File: src/rtl/reconf_tile_accum.sv
// reconf_tile_accum: sums a configured number of fp16 partial dot products
// from the multiply/adder-tree tile into a single result.
// Flow: IDLE (accept a job) -> ACCUM (one partial per cycle) -> DONE (hold
// the result until the consumer takes it).
// The fp16 add is combinational and always rounds to nearest-even.
// Optional build macro ACCUM_STATUS_EN: when defined, the adder's
// {NV,DZ,OF,UF,NX} flags are ORed into a sticky register and driven on
// out_status_o. When undefined, out_status_o is tied to zero.
module reconf_tile_accum #(
  parameter int DATA_WIDTH = 16,
  parameter int MAX_CHUNKS = 64
) (
  input  logic                                clk_i,
  input  logic                                rst_i,
  input  logic                                cfg_valid_i,
  output logic                                cfg_ready_o,
  input  logic [$clog2(MAX_CHUNKS+1)-1:0]     cfg_len_i,
  input  logic                                in_valid_i,
  output logic                                in_ready_o,
  input  logic [DATA_WIDTH-1:0]               in_scal_i,
  output logic                                out_valid_o,
  input  logic                                out_ready_i,
  output logic [DATA_WIDTH-1:0]               out_scal_o,
  output logic [4:0]                          out_status_o,
  output logic                                busy_o
);
  localparam int CNT_W = $clog2(MAX_CHUNKS+1);

  typedef enum logic [1:0] {IDLE, ACCUM, DONE} state_t;

  // fp16 add, RNE. Returns {status[4:0], result[15:0]}.
  // Status bit order is {NV,DZ,OF,UF,NX}.
  // Specials are resolved first. Finite operands are then aligned with 3
  // extra bits (guard, round, jammed sticky) below the 11-bit significand.
  function automatic logic [20:0] fp16_add(input logic [15:0] a, input logic [15:0] b);
    logic [15:0] x, y;
    logic        a_nan, b_nan, a_inf, b_inf, sgn, sub, g, r, st, nx, inc;
    logic [5:0]  ex, ey;
    logic [14:0] mx, my, mask, s;
    logic [6:0]  e;
    logic [11:0] mr;
    int          d;
    a_nan = (a[14:10] == 5'h1F) && (a[9:0] != 10'h0);
    b_nan = (b[14:10] == 5'h1F) && (b[9:0] != 10'h0);
    a_inf = (a[14:10] == 5'h1F) && (a[9:0] == 10'h0);
    b_inf = (b[14:10] == 5'h1F) && (b[9:0] == 10'h0);
    if (a_nan || b_nan)
      // Only a signalling NaN (quiet bit clear) raises invalid.
      return {(a_nan && !a[9]) || (b_nan && !b[9]), 4'b0, 16'h7E00};
    if (a_inf && b_inf && (a[15] != b[15]))
      return {5'b10000, 16'h7E00};
    if (a_inf) return {5'b0, a};
    if (b_inf) return {5'b0, b};
    // Order by magnitude so the subtraction below never goes negative.
    if (a[14:0] >= b[14:0]) begin x = a; y = b; end
    else                    begin x = b; y = a; end
    // A subnormal uses exponent 1 with no hidden bit.
    ex  = (x[14:10] == 5'd0) ? 6'd1 : {1'b0, x[14:10]};
    ey  = (y[14:10] == 5'd0) ? 6'd1 : {1'b0, y[14:10]};
    mx  = {1'b0, (x[14:10] != 5'd0), x[9:0], 3'b000};
    my  = {1'b0, (y[14:10] != 5'd0), y[9:0], 3'b000};
    d   = int'(ex) - int'(ey);
    mask = (d >= 15) ? '1 : ((15'd1 << d) - 15'd1);
    // Bits shifted out of the smaller operand are jammed into its LSB.
    my  = (d >= 15) ? 15'd0 : (my >> d);
    my[0] = my[0] | (|({1'b0, y[9:0] != 10'd0 || y[14:10] != 5'd0, y[9:0], 3'b000} & mask));
    sub = x[15] ^ y[15];
    s   = sub ? (mx - my) : (mx + my);
    // An exact zero from opposite signs is +0 under RNE.
    sgn = (sub && s == 15'd0) ? 1'b0 : x[15];
    e   = {1'b0, ex};
    if (s[14]) begin
      s = {1'b0, s[14:1]} | {14'd0, s[0]};
      e = e + 7'd1;
    end
    // Left-normalise after cancellation. Stop at exponent 1 (subnormal range).
    for (int i = 0; i < 14; i++) begin
      if (!s[13] && e > 7'd1) begin
        s = s << 1;
        e = e - 7'd1;
      end
    end
    g   = s[2];
    r   = s[1];
    st  = s[0];
    nx  = g | r | st;
    inc = g & (r | st | s[3]);
    mr  = {1'b0, s[13:3]} + {11'd0, inc};
    if (mr[11]) begin
      mr = mr >> 1;
      e  = e + 7'd1;
    end
    if (e >= 7'd31)
      return {5'b00101, sgn, 5'h1F, 10'h0};
    // A hidden bit produced by rounding carries a subnormal into exponent 1.
    return {3'b000, !mr[10] && nx, nx, sgn, (mr[10] ? e[4:0] : 5'd0), mr[9:0]};
  endfunction

  state_t                  state, state_nxt;
  logic [DATA_WIDTH-1:0]   acc;
  logic [CNT_W-1:0]        cnt, len, len_clamp;
  logic                    hs;
  logic [20:0]             add_full;

  assign len_clamp = (cfg_len_i > CNT_W'(MAX_CHUNKS)) ? CNT_W'(MAX_CHUNKS) : cfg_len_i;
  assign hs        = in_valid_i & in_ready_o;
  assign add_full  = fp16_add(acc, in_scal_i);
  assign out_scal_o = acc;
  assign busy_o     = (state != IDLE);

  // State register.
  always_ff @(posedge clk_i) begin
    if (rst_i) state <= IDLE;
    else       state <= state_nxt;
  end

  // Next-state and handshake outputs.
  always_comb begin
    state_nxt   = state;
    cfg_ready_o = 1'b0;
    in_ready_o  = 1'b0;
    out_valid_o = 1'b0;
    case (state)
      IDLE: begin
        cfg_ready_o = 1'b1;
        if (cfg_valid_i) state_nxt = (len_clamp == '0) ? DONE : ACCUM;
      end
      ACCUM: begin
        in_ready_o = 1'b1;
        if (hs && cnt == len - CNT_W'(1)) state_nxt = DONE;
      end
      DONE: begin
        out_valid_o = 1'b1;
        if (out_ready_i) state_nxt = IDLE;
      end
      default: state_nxt = IDLE;
    endcase
  end

  // Accumulator and chunk counter. The first partial is loaded verbatim,
  // with no add, so -0 and NaN payloads pass through untouched.
  always_ff @(posedge clk_i) begin
    if (rst_i) begin
      acc <= '0;
      cnt <= '0;
      len <= '0;
    end else if (state == IDLE && cfg_valid_i) begin
      cnt <= '0;
      len <= len_clamp;
      if (len_clamp == '0) acc <= '0;
    end else if (hs) begin
      acc <= (cnt == '0) ? in_scal_i : add_full[DATA_WIDTH-1:0];
      cnt <= cnt + CNT_W'(1);
    end
  end

`ifdef ACCUM_STATUS_EN
  logic [4:0] status;
  // Sticky flags: cleared on job accept, ORed on every real add.
  always_ff @(posedge clk_i) begin
    if (rst_i)                           status <= '0;
    else if (state == IDLE && cfg_valid_i) status <= '0;
    else if (hs && cnt != '0)            status <= status | add_full[20:16];
  end
  assign out_status_o = status;
`else
  logic [4:0] unused_status;
  assign unused_status = add_full[20:16];
  assign out_status_o  = 5'b0;
`endif

endmodule

File: config.mk
export PLATFORM = sky130hd
export DESIGN_NAME = reconf_tile_accum
export DESIGN_NICKNAME = d
export VERILOG_FILES = /design/src/rtl/reconf_tile_accum.sv
export SDC_FILE = /design/constraint.sdc
export NUM_CORES = 1
export LEC_CHECK = 0
export BUFFER_PORTS_ARGS = -buffer_cell sky130_fd_sc_hd__buf_2
export CAP_MARGIN = 25
export CORE_ASPECT_RATIO = 1.1
export CORE_MARGIN = 3
export CORE_UTILIZATION = 30
export CTS_CLUSTER_SIZE = 8
export DETAILED_ROUTE_END_ITERATION = 8
export GPL_TIMING_DRIVEN = 0
export HOLD_SLACK_MARGIN = 0.15
export PLACE_DENSITY = 0.57
export SYNTH_ARGS = -nofsm -noshare
export SYNTH_HDL_FRONTEND = slang
export SYNTH_SLANG_ARGS = --single-unit
File: constraint.sdc
create_clock -name clk_i -period 35.3 [get_ports clk_i]
set_input_delay 3.53 -clock clk_i [delete_from_list [all_inputs] [get_ports clk_i]]
set_output_delay 3.53 -clock clk_i [all_outputs]
set_load 0.02 [all_outputs]
==> results of run 1 <==
[layout make-up]
cell class / instances / share of cell area (%)
timing repair buffer: 60 / 2.16
tap: 588 / 4.70
clock buffer: 7 / 0.976
buffer: 103 / 3.72
antenna: 1 / 0.0160
inverter: 91 / 2.21
multi-input combinational: 1880 / 81.9
clock inverter: 1 / 0.192
sequential: 32 / 4.10
[through the flow]
step | hold WS, ns | TNS (ns) | setup WS, ns | utilization [%]
after floorplan | 0.449 | 0 | 1.43 | -
after global placement | 0.464 | -80.82 | -5.86 | 32.7
after detailed placement | 0.465 | -85.43 | -6.16 | 32.7
after CTS | 0.473 | 0 | 0.0464 | 33.4
after global routing | 0.501 | 0 | 0.0202 | 34.1
final | 0.472 | 0 | 2.03 | 34.1
[cell usage in the layout, fill, tap and decap left out, types with 30 or more instances in the layout]
cell,synthesis,final
nand2_1,256,253
nor2_1,250,243
a21oi_1,150,145
o21ai_0,134,133
mux2i_1,104,101
inv_1,84,84
nand3_1,74,73
ha_1,76,72
buf_2,16,63
nor3_1,60,59
xnor2_1,47,46
o211ai_1,36,36
a31oi_1,36,35
dfxtp_1,32,32
xor2_1,32,31
a211oi_1,32,30
mux2_2,30,30
[sequential cells by signal (all words and copies together), names as in the netlist]
register    count
len             7
cnt             7
state           2
out_scal_o     16
[cells by family after synthesis]
family                   count (synthesis)
flip-flops                              32
other                                    1
XOR/XNOR                                83
AND/OR/NAND/NOR                        870
multiplexers                           147
buffers and inverters                  201
AO/OA/AOI/OAI                          697
adder cells (fa/ha/maj)                 78
[metal layers]
layer	vias up	routed length [um]	share of wire, %
met4	0	1680	3.4
met5	-	0	0
li1	7987	-	-
met3	90	2190	4.5
met2	474	23200	47
met1	7791	21800	45
[tightest hold or removal path: stages, from the launching register on]
cell and delay [ns]:
dfxtp_1 0.32, nand2_1 0.05, a21oi_1 0.05
[worst max path at each step]
stage                       start                     endpoint  slack, ns  depth (start not counted)
finish               in_scal_i[4]  out_scal_o[11]$_SDFFE_PP0P_       2.03                        140
global route         in_scal_i[0]  out_scal_o[11]$_SDFFE_PP0P_       0.02                        143
CTS                  in_scal_i[0]  out_scal_o[11]$_SDFFE_PP0P_       0.05                        141
detailed placement   in_scal_i[4]  out_scal_o[11]$_SDFFE_PP0P_      -6.16                        142
global placement     in_scal_i[4]  out_scal_o[11]$_SDFFE_PP0P_      -5.86                        141
floorplan           in_scal_i[13]  out_scal_o[11]$_SDFFE_PP0P_       1.43                        140
[what timing repair did]
action | in CTS | in global routing
pin swaps | 1 | 5
gates cloned | 0 | 0
resized for setup | 55 | 72
buffers inserted | 1 | 13
endpoints found under the setup margin | 15 | 15
==> results by group, run 1 <==
GRT
  – M1 GR Usage: 24.8%
  – GRT met2 Usage: 32.9%
  – M3 GR Usage: 0.863%
  – First-pass GRT wire length: 78800 um
  – Initial antenna violation count: 0
  – Global route total overflow: 0
  – Gr busiest metal: met2
  – Vias in the first global route: 15345
  – Tot GR Track Use: 18.7%
  – Largest net degree at the start of global routing: 11

Worst setup path
  – CP most frequent cell: ha_1
  – Reg2Reg Depth: 140
  – Arrival time worst endpoint: 33.46 ns
  – Setup crit end kind: flop
  – RR Startpoint: out_scal_o[0]$_SDFFE_PP0P_
  – Reg2reg end: out_scal_o[11]$_SDFFE_PP0P_
  – FF-to-FF setup slack: 4.77 ns
  – Startpoint types: primary input
  – Crit path buf inv count: 33
  – Delay-heaviest family, CP: compound AO/OA/AOI/OAI gates
  – WS Path Type: primary input to flop
  – Req. time, crit path: 35.49 ns
  – Crit path max fanout: 19
  – Crit-path max cell delay: 0.67 ns
  – Slowest cell on the critical path: fa_2

Clock tree
  – Num CTS Buffers: 5
  – Clk root buf: clkbuf_16
  – CTS tree: yes
  – Clk slew on worst S/H paths: 0.06 ns
  – H-tree depth: 2
  – Clock Path Buffers: 2
  – Clock insertion delay at the later pin of the skew report: 0.27 ns
  – CTS Hold Bufs: 0
  – CTS sink count: 32

Layout
  – Post-layout nets: 2279
  – FF+latch area: 641 sq um
  – Final Non-Filler Cells: 2763
  – Syn-to-layout area delta: 11.7%
  – Fillers: 4972
  – Area of the multi-input gates: 0.0128 sq mm
  – Final instance area: 0.0156 sq mm
  – Layout cells sized above 1: 14.6%

Drt
  – Via count: 16342
  – Post-DR wirelength/cell: 17.7 um
  – Routed WL: 48800 um
  – Via density per instance: 5.91
  – Pre-antenna DRT Iters: 6
  – Final routed DRC violation total: 0
  – Final antenna-violating net count: 0
  – Initial drt markers: 1317

Logic synthesis
  – Cell Area, Synth: 0.0140 sq mm
  – Post-Syn Instances: 2109
  – Post-synthesis compound-gate area fraction: 35.4%
  – Synth area leader: mux2i_1
  – Async set or reset register ratio after synthesis: 0%
  – Post-synthesis adder-cell area fraction: 7.08%
  – Ys Warns: 0
  – Most common library cells after synthesis: nand2_1 (256), nor2_1 (250), a21oi_1 (150), o21ai_0 (134), mux2i_1 (104)
  – Number of synthesized flops with an enable pin: 0
  – Seq cells post-synth: 32
  – Mean Syn Cell Area: 6.64 sq um
  – Largest family of logic cells by synthesized area: compound AO/OA/AOI/OAI gates
  – Main synth FF type: dfxtp_1
  – Fraction of the mapped netlist area in simple logic gates: 29.8%
  – Synth area leaders: mux2i_1 (7.4%), nand2_1 (6.9%), ha_1 (6.8%), nor2_1 (6.7%), a21oi_1 (5.4%)
  – Mux share of post-synthesis cell area: 11.5%
  – Seq/Total Area, Yosys: 4.57%
  – Synth top area share: 7.43%
  – Yosys cell types: 125
  – Cell with the most instances after synthesis: nand2_1
  – Post-synthesis xor/xnor area fraction: 5.45%

Worst hold path
  – Hold WC Path Type: flop to flop
  – Hold path start: len[6]$_SDFFE_PP0P_
  – Hold depth: 2
  – Hold Path Sink: len[6]$_SDFFE_PP0P_

Floorplanning
  – Number of top-level pins: 53
  – Core area: 0.0459 sq mm
  – Die outline width: 212 um
  – Die area: 0.0493 sq mm
  – Rows: 82
  – Starting Density: 30.5%
  – Die Ht: 233 um

Status
  – Status: finished, final reports clean

Placed design
  – Placed cell area: 0.0150 sq mm
  – # placed instances: 2745
  – RD Place Congestion: 0.953
  – DP Wirelength: 39600 um
  – Port buffer count: 44

STA
  – Slew HR: 36.6%
  – Final-report max-slew violation count: 0
  – Slew @ Worst Pin: 0.924 ns
  – Fmax: 30.1 MHz
  – Final worst path period share: 94.2%
  – Min Tclk post-route: 33.27 ns
  – Final hold vios: 0
  – Final setup viols: 0
  – Setup Skew: 0.00854 ns
  – RSZ-0062 raised after global routing: no

Job
  – Max-cap viol count: 0
Power of run 1 is not shown: default switching activity piles up to over one toggle a cycle in this logic, so the estimate is an artifact.
==> inputs of run 2 (changes only) <==
Settings changed: ABC_CLOCK_PERIOD_IN_PS set to 35300, CORE_UTILIZATION 30 to 40, PLACE_DENSITY 0.57 to 0.69.
==> run 2 against run 1 <==
Clock-buffer cell count fell by 2. Highest routed layer unchanged. Critical path depth fell by 6. Cell area fell by 1.8%. Clock skew fell by 0.0024 ns. First-iteration DRC count rose by 1.8%. Global-route usage rose by 5.8 points.
==> results by group, run 2 (synthesis results as in run 1) <==
Placed design
  – Port buffer count: 44 (unchanged)
  – DP Wirelength: 39100 um (-1.3%)
  – # placed instances: 2596 (-5.4%)
  – Pre-CTS WS: -6.19 ns (-0.0308 ns)
  – RD Place Congestion: 0.962 (+0.99%)

Worst setup path
  – Req. time, crit path: 35.50 ns (about the same)
  – Slowest cell on the critical path: nor3_1
  – CP endpoint: out_scal_o[11]$_SDFFE_PP0P_
  – Crit path max fanout: 28 (+9)
  – Crit-path max cell delay: 0.72 ns (+0.05 ns)
  – WS Path Type: primary input to flop
  – Startpoint types: primary input
  – Delay-heaviest family, CP: compound AO/OA/AOI/OAI gates
  – FF-to-FF setup slack: 4.49 ns (-0.28 ns)
  – CP most frequent cell: ha_1
  – Crit path depth: 134 (-4.3%)
  – RR Startpoint: out_scal_o[0]$_SDFFE_PP0P_
  – Reg2Reg Depth: 134 (-4.3%)
  – Arrival time worst endpoint: 33.75 ns (+0.29 ns)
  – Setup crit end kind: flop
  – Crit path buf inv count: 33 (unchanged)
  – Reg2reg end: out_scal_o[11]$_SDFFE_PP0P_
  – CP Launch Point: in_scal_i[0]

Layout
  – Syn-to-layout area delta: 9.69%
  – Max FFs per register: 16 (unchanged)
  – Diode count: 0 (-1)
  – Final Non-Filler Cells: 2612 (-5.5%)
  – Commonest non-fill, non-tap cell in the layout: nand2_1
  – Post-layout nets: 2279 (unchanged)
  – Most frequent cells in the layout: nand2_1 (254), nor2_1 (246), a21oi_1 (144)
  – Fillers: 3558 (-28%)
  – Layout cells sized above 1: 14.0% (-0.55 points)

GRT
  – Initial antenna violation count: 0 (unchanged)
  – Global route total overflow: 0 (unchanged)
  – Tot GR Track Use: 24.5% (+5.8 points)
  – First-pass GRT wire length: 77800 um (-1.2%)
  – Vias in the first global route: 15247 (-0.64%)
  – Largest net degree at the start of global routing: 20 (+9)

Job
  – Max-cap viol count: 0 (unchanged)

Drt
  – Final routed DRC violation total: 0 (unchanged)
  – Post-DR wirelength/cell: 18.5 um (+4.8%)
  – Routed WL: 48400 um (-0.94%)
  – Initial drt markers: 1341 (+1.8%)
  – Pre-antenna DRT Iters: 6 (unchanged)
  – Final antenna-violating net count: 0 (unchanged)
  – Via density per instance: 6.35 (+7.3%)
  – Via count: 16579 (+1.5%)

STA
  – Min Tclk post-route: 33.55 ns (+0.278 ns)
  – Slew HR: 38.2% (+1.6 points)
  – Final worst path period share: 95.0% (+0.79 points)
  – Fin Hold WS: 0.472 ns (-0.0000560 ns)
  – Slew @ Worst Pin: 0.918 ns (-0.00625 ns)
  – Final hold vios: 0 (unchanged)
  – Setup ws final: 1.75 ns (-0.278 ns)
  – Setup Skew: 0.00609 ns (-0.00245 ns)
  – Final setup viols: 0 (unchanged)
  – Final-report max-slew violation count: 0 (unchanged)
  – Fmax: 29.8 MHz (-0.83%)

Clock tree
  – Clock Path Buffers: 2 (unchanged)
  – CTS tree: yes
  – CTS sink count: 32 (unchanged)
  – H-tree depth: 2 (unchanged)
  – Clk slew on worst S/H paths: 0.06 ns (about the same)
  – Clk root buf: clkbuf_16
  – Num CTS Buffers: 5 (unchanged)
  – Clock insertion delay at the later pin of the skew report: 0.28 ns (about the same)

Worst hold path
  – Hold WC Path Type: flop to flop

Floorplanning
  – Rows: 71 (-13%)
  – Die outline width: 184 um (-13%)
  – Core area: 0.0344 sq mm (-25%)
  – Starting Density: 40.7% (+10 points)
  – Die Ht: 202 um (-13%)
  – Number of top-level pins: 53 (unchanged)
  – Die area: 0.0373 sq mm (-24%)

Status
  – Status: finished, final reports clean
[run 2: worst min path at each step]
stage / startpoint / end / cells past startpoint
2_1_floorplan: len[6]$_SDFFE_PP0P_ / len[6]$_SDFFE_PP0P_ / 2
3_3_place_gp: len[6]$_SDFFE_PP0P_ / len[6]$_SDFFE_PP0P_ / 2
3_5_place_dp: len[6]$_SDFFE_PP0P_ / len[6]$_SDFFE_PP0P_ / 2
4_1_cts: len[6]$_SDFFE_PP0P_ / len[6]$_SDFFE_PP0P_ / 2
5_1_grt: len[6]$_SDFFE_PP0P_ / len[6]$_SDFFE_PP0P_ / 2
6_report: len[6]$_SDFFE_PP0P_ / len[6]$_SDFFE_PP0P_ / 2
[run 2: through the flow]
step | util (%) | setup TNS (ns) | cell area [sq um]
after floorplan | - | 0 | 14000
after global placement | 43.0 | -77.00 | 14800
after detailed placement | 43.0 | -86.33 | 14800
after CTS | 43.9 | 0 | 15100
after global routing | 44.7 | -0.0373 | 15400
final | 44.7 | 0 | 15400
[run 2: what timing repair did]
action | in CTS | in global routing
resized for setup | 55 | 54
pin swaps | 0 | 8
setup buffers | 0 | 14
endpoints found under the setup margin | 15 | 15
hold buffers | 0 | 0
[run 2: tightest hold or removal path: stages (launching register included)]
cell and delay (ns):
dfxtp_1 0.32, nand2_1 0.05, a21oi_1 0.05
[run 2: layout make-up]
class / count / area (sq um) / area share (%)
Sequential cell: 32 / 641 / 4.17
Tap cell: 438 / 548 / 3.57
Buffer: 104 / 576 / 3.75
Multi-Input combinational cell: 1880 / 12800 / 83.2
Clock buffer: 5 / 125 / 0.815
Inverter: 91 / 342 / 2.22
Timing Repair Buffer: 59 / 330 / 2.15
Clock inverter: 3 / 23.8 / 0.155
[run 2: metal layers]
metal  wire length [um]  part of all wire, %  GRT usage [%]
met2              22700                   47           42.0
met1              21000                   43           32.3
met3               2950                  6.1           1.69
met4               1680                  3.5           8.72
met5                  0                    0              0
Power of run 2 is left out for the same reason.
